<file path="config.mk">
export PLATFORM = sky130hd
export DESIGN_NAME = bch15_bm_block
export DESIGN_NICKNAME = d
export VERILOG_FILES = /design/src/rtl/bch15_bm_block.sv
export SDC_FILE = /design/constraint.sdc
export NUM_CORES = 1
export LEC_CHECK = 0
export CORE_MARGIN = 3
export CORE_UTILIZATION = 40
export CTS_CLUSTER_DIAMETER = 200
export CTS_CLUSTER_SIZE = 30
export DETAILED_ROUTE_END_ITERATION = 8
export PLACE_DENSITY = 0.66
export SLEW_MARGIN = 25
export SYNTH_ARGS = -nofsm -noshare
export SYNTH_HDL_FRONTEND = slang
export SYNTH_SLANG_ARGS = --single-unit
export TNS_END_PERCENT = 20
</file>
<file path="constraint.sdc">
create_clock -name clk -period 2.46 [get_ports clk]
set_input_delay 0.246 -clock clk [delete_from_list [all_inputs] [get_ports clk]]
set_output_delay 0.246 -clock clk [all_outputs]
set_load 0.02 [all_outputs]
</file>
<file path="src/rtl/bch15_bm_block.sv">
// Closed-form t=2 Berlekamp-Massey key-equation solver for BCH(15,7) over GF(16), p(x)=x^4+x+1.
// Registers Lambda(x) = 1 + lambda1*x + lambda2*x^2 one cycle after the syndromes are sampled.
module bch15_bm_block (
   input  logic       clk,
   input  logic       rst,
   input  logic [3:0] S1,
   input  logic [3:0] S2,
   input  logic [3:0] S3,
   output logic [3:0] lambda1,
   output logic [3:0] lambda2
);

   function automatic logic [3:0] gf_mul(input logic [3:0] a, input logic [3:0] b);
      logic [6:0] p;
      p = '0;
      for (int i = 0; i < 4; i++)
         if (b[i]) p = p ^ ({3'b000, a} << i);
      // Fold x^6..x^4 back in with x^4 = x + 1
      for (int k = 6; k >= 4; k--)
         if (p[k]) p = p ^ (7'b0010011 << (k - 4));
      return p[3:0];
   endfunction

   function automatic logic [3:0] gf_inv(input logic [3:0] a);
      logic [3:0] r;
      case (a)
         4'h1:    r = 4'h1;
         4'h2:    r = 4'h9;
         4'h3:    r = 4'hE;
         4'h4:    r = 4'hD;
         4'h5:    r = 4'hB;
         4'h6:    r = 4'h7;
         4'h7:    r = 4'h6;
         4'h8:    r = 4'hF;
         4'h9:    r = 4'h2;
         4'hA:    r = 4'hC;
         4'hB:    r = 4'h5;
         4'hC:    r = 4'hA;
         4'hD:    r = 4'h4;
         4'hE:    r = 4'h3;
         4'hF:    r = 4'h8;
         default: r = 4'h0;
      endcase
      return r;
   endfunction

   logic [3:0] w_delta;
   logic [3:0] w_lambda1;
   logic [3:0] w_lambda2;
   logic [3:0] r_lambda1;
   logic [3:0] r_lambda2;

   // S2 is taken as given, so inconsistent syndromes still flow through unchanged
   assign w_delta = S3 ^ gf_mul(S1, S2);

   always_comb begin
      w_lambda1 = 4'h0;
      w_lambda2 = 4'h0;
      if (S1 != 4'h0) begin
         w_lambda1 = S1;
         w_lambda2 = gf_mul(w_delta, gf_inv(S1));
      end
   end

   always_ff @(posedge clk) begin
      if (rst) begin
         r_lambda1 <= 4'h0;
         r_lambda2 <= 4'h0;
      end else begin
         r_lambda1 <= w_lambda1;
         r_lambda2 <= w_lambda2;
      end
   end

   assign lambda1 = r_lambda1;
   assign lambda2 = r_lambda2;

endmodule

</file>
==> summary.md <==
| Metric | Value |
|---|---|
| Reg clk slew, reported paths | `0.05 ns` |
| Crit start category | `input pin` |
| Synth top cells by count | `nand2_1 (24), nor2_1 (12), xnor2_1 (12)` |
| Reg power frac | `19.3%` |
| Post-synth ARST share | `0%` |
| DR WL/cell | `12.0 µm` |
| Vias per Instance | `4.85` |
| Slew @ Worst Pin | `0.409 ns` |
| Core area | `2280 µm²` |
| Clock buffer depth | `2` |
| Detailed placement HPWL | `2060 µm` |
| Peak supply drop | `0.629 mV` |
| Hold/Removal Path Class | `in -> reg` |
| Remaining Overflow, GRT | `0` |
| Post-synth cell types | `34` |
| Critical path endpoint category | `flop` |
| RSZ-0062 raised after global routing | `true` |
| Worst setup margin | `0.0567 ns` |
| Vias | `995` |
| ANT nets after route | `0` |
| Routed wire length | `2470 µm` |
| DR DRC count | `0` |
| Share of cells above drive strength 1 | `26.6%` |
| Largest family of logic cells by synthesized area | `XOR/XNOR gates` |
| Gpl congestion | `0.825` |
| Pre-CTS WS | `-0.372 ns` |
| Top post-synthesis cells by area | `dfxtp_1 (16%), xnor3_1 (11%), xnor2_1 (11%)` |
| Initial DRT Pass Iterations | `4` |
| Logic pwr share | `69.4%` |
| HP Start | `rst` |
| Gate count of the mapped netlist | `124` |
| Hold Violations, Final | `0` |
| Syn_nets | `144` |
| P&R area growth vs syn | `53.4%` |
| Power Density | `567 nW/µm²` |
| Port bufs | `21` |
| Worst path arrival time | `2.53 ns` |
| Tot GR Track Use | `16.5%` |
| Die Area | `3100 µm²` |
| Initial antenna violation count | `0` |
| Hold_ws | `0.572 ns` |
| Most numerous cell in the Yosys netlist | `nand2_1` |
| I/O pins | `22` |
| Wire length on met3 | `68 µm` |
| FP Rows | `17` |
| H-tree lvl count | `1` |
| CP Class | `in -> reg` |
| Worst hold path depth | `2` |
| Post-synthesis mux area share | `2.03%` |
| Final setup viols | `0` |
| Cell internal pwr | `0.550 mW` |
| Cell Area, Placed | `1450 µm²` |
| Clock share of power | `11.3%` |
| Worst path required time | `2.58 ns` |
| Synth Area per Inst | `7.97 µm²` |
| Seq cells post-synth | `8` |
| Total Nets Final | `199` |
| DRT met1 WL | `1130 µm` |
| Top cell type's share of synthesized area | `16.2%` |
| Area leader, netlist | `dfxtp_1` |
| Max-Cap Viols | `0` |
| CTS tree | `built` |
| Design area | `1520 µm²` |
| Clock tree sinks | `8` |
| Largest net degree at the start of global routing | `14` |
| Total CTS buffers | `3` |
| Die Y | `55.7 µm` |
| Count of flip-flops with a built-in enable after synthesis | `0` |
| Status | `finished clean` |
| XOR/XNOR Fraction of Synth Area | `30.6%` |
| Synth warn | `0` |
| Period utilization | `97.7%` |
| Rel. slew slack | `72.7%` |
| Syn Std Cell Area | `988 µm²` |
| Top FF cell, synth | `dfxtp_1` |
| Die Span X | `55.7 µm` |
| Vias in the first global route | `996` |
| First-pass GRT wire length | `4200 µm` |
| Switching pwr | `0.310 mW` |
| Synth Area in Simple Gates | `28.9%` |
| Switching power share of the total | `36.0%` |
| LEAKAGE | `0.732 nW` |
| Fin. max-slew vios | `0` |
| Antenna cells | `0` |
| Synth Area in Adders | `7.59%` |
| Synth Area in Compound Gates | `10.4%` |
| DR top layer | `met4` |
| Met2 wire len | `1250 µm` |
| Initial core utilization | `43.4%` |
| Worst hold path endpoint | `lambda1[3]$_SDFF_PP0_` |
| CP max FO | `5` |
| Sequential share of the synthesized area | `16.2%` |
| Fmax | `0.416 GHz` |
| Iter 0 DRT Violations | `33` |
| Crit path time final | `2.40 ns` |
| Root Buffer | `clkbuf_4` |
cells in the final DEF (no fill, tap or decap), drive strengths merged, types with 2 or more instances in the layout:
master,instances
nand2b,4
ha,6
nand3,2
o21ai,5
clkdlybuf4s50,18
nor3,2
xnor2,12
clkbuf,3
buf,34
a31oi,2
and2,2
nor2b,4
dlygate4sd2,2
dfxtp,8
nor2,12
inv,4
nand3b,3
xor2,7
mux2i,2
xnor3,6
nand2,25
o211ai,2
o22ai,2
cells by family (layout without fill, tap and decap cells):
family | after synthesis | after routing
xor+xnor | 25 | 25
fa+ha+maj | 6 | 6
flops | 8 | 8
mux | 2 | 2
compound gates | 16 | 16
buf+inv | 9 | 62
simple gates | 58 | 58
per-layer routing:
metal / GRT usage [%] / vias up
li1: - / 522
met1: 21.0 / 455
met2: 29.2 / 14
met3: 3.02 / 4
met4: 3.13 / 0
met5: 0 / -
cell type report:
type                            instances  area [µm²]
Timing Repair Buffer                   55         465
Clock buffer                            3        22.5
Fill cell                             179         759
Sequential cell                         8         160
Multi-Input combinational cell        107         818
Tap cell                               28        35.0
Inverter                                4        15.0
worst max-delay path, cell delays in order:
cell and delay, ns:
clkdlybuf4s50_1 0.54, mux2i_1 0.12, or3b_1 0.42, and4_4 0.20, nor3b_2 0.16, xnor3_2 0.48
xnor2_2 0.19, xnor2_1 0.13, nor2_1 0.05
worst max path at each step:
stage / startpoint / end / slack (ns) / depth (start not counted)
after global placement: S1[0] / lambda2[1]$_SDFF_PP0_ / -0.26 / 9
after detailed placement: S1[0] / lambda2[2]$_SDFF_PP0_ / -0.37 / 12
final: S1[3] / lambda2[1]$_SDFF_PP0_ / 0.06 / 9
after CTS: S2[2] / lambda2[1]$_SDFF_PP0_ / 0.03 / 9
after floorplan: S1[1] / lambda2[1]$_SDFF_PP0_ / 0.30 / 10
after global routing: S1[3] / lambda2[0]$_SDFF_PP0_ / -0.12 / 10
flip-flops by register name, indices dropped and copies added, names as in the netlist:
register	cells
lambda1	4
lambda2	4
power groups by stage:
stage                     logic, mW  clock network [mW]  registers [mW]
after floorplan               0.310                   0           0.208
after global placement        0.552                   0           0.169
after detailed placement      0.567                   0           0.169
after CTS                     0.574               0.102           0.166
after global routing          0.646               0.109           0.170
final                         0.597              0.0972           0.166
per-stage QoR:
stage	setup TNS (ns)	std cells	total power [mW]	util (%)
after global placement	-0.671	201	0.720	63.9
after CTS	0	204	0.843	65.3
after global routing	-0.242	205	0.926	66.6
after detailed placement	-1.03	201	0.736	63.9
final	0	205	0.860	66.6
after floorplan	0	124	0.518	-
repair_timing:
action                     4_1_cts  5_1_grt
buffers inserted                 0        1
setup endpoints to repair        2        3
hold buffers                     0        0
pin swaps                        1        1
cloned                           0        0
resized for setup                4        5
(Power assumes the default switching activity.)
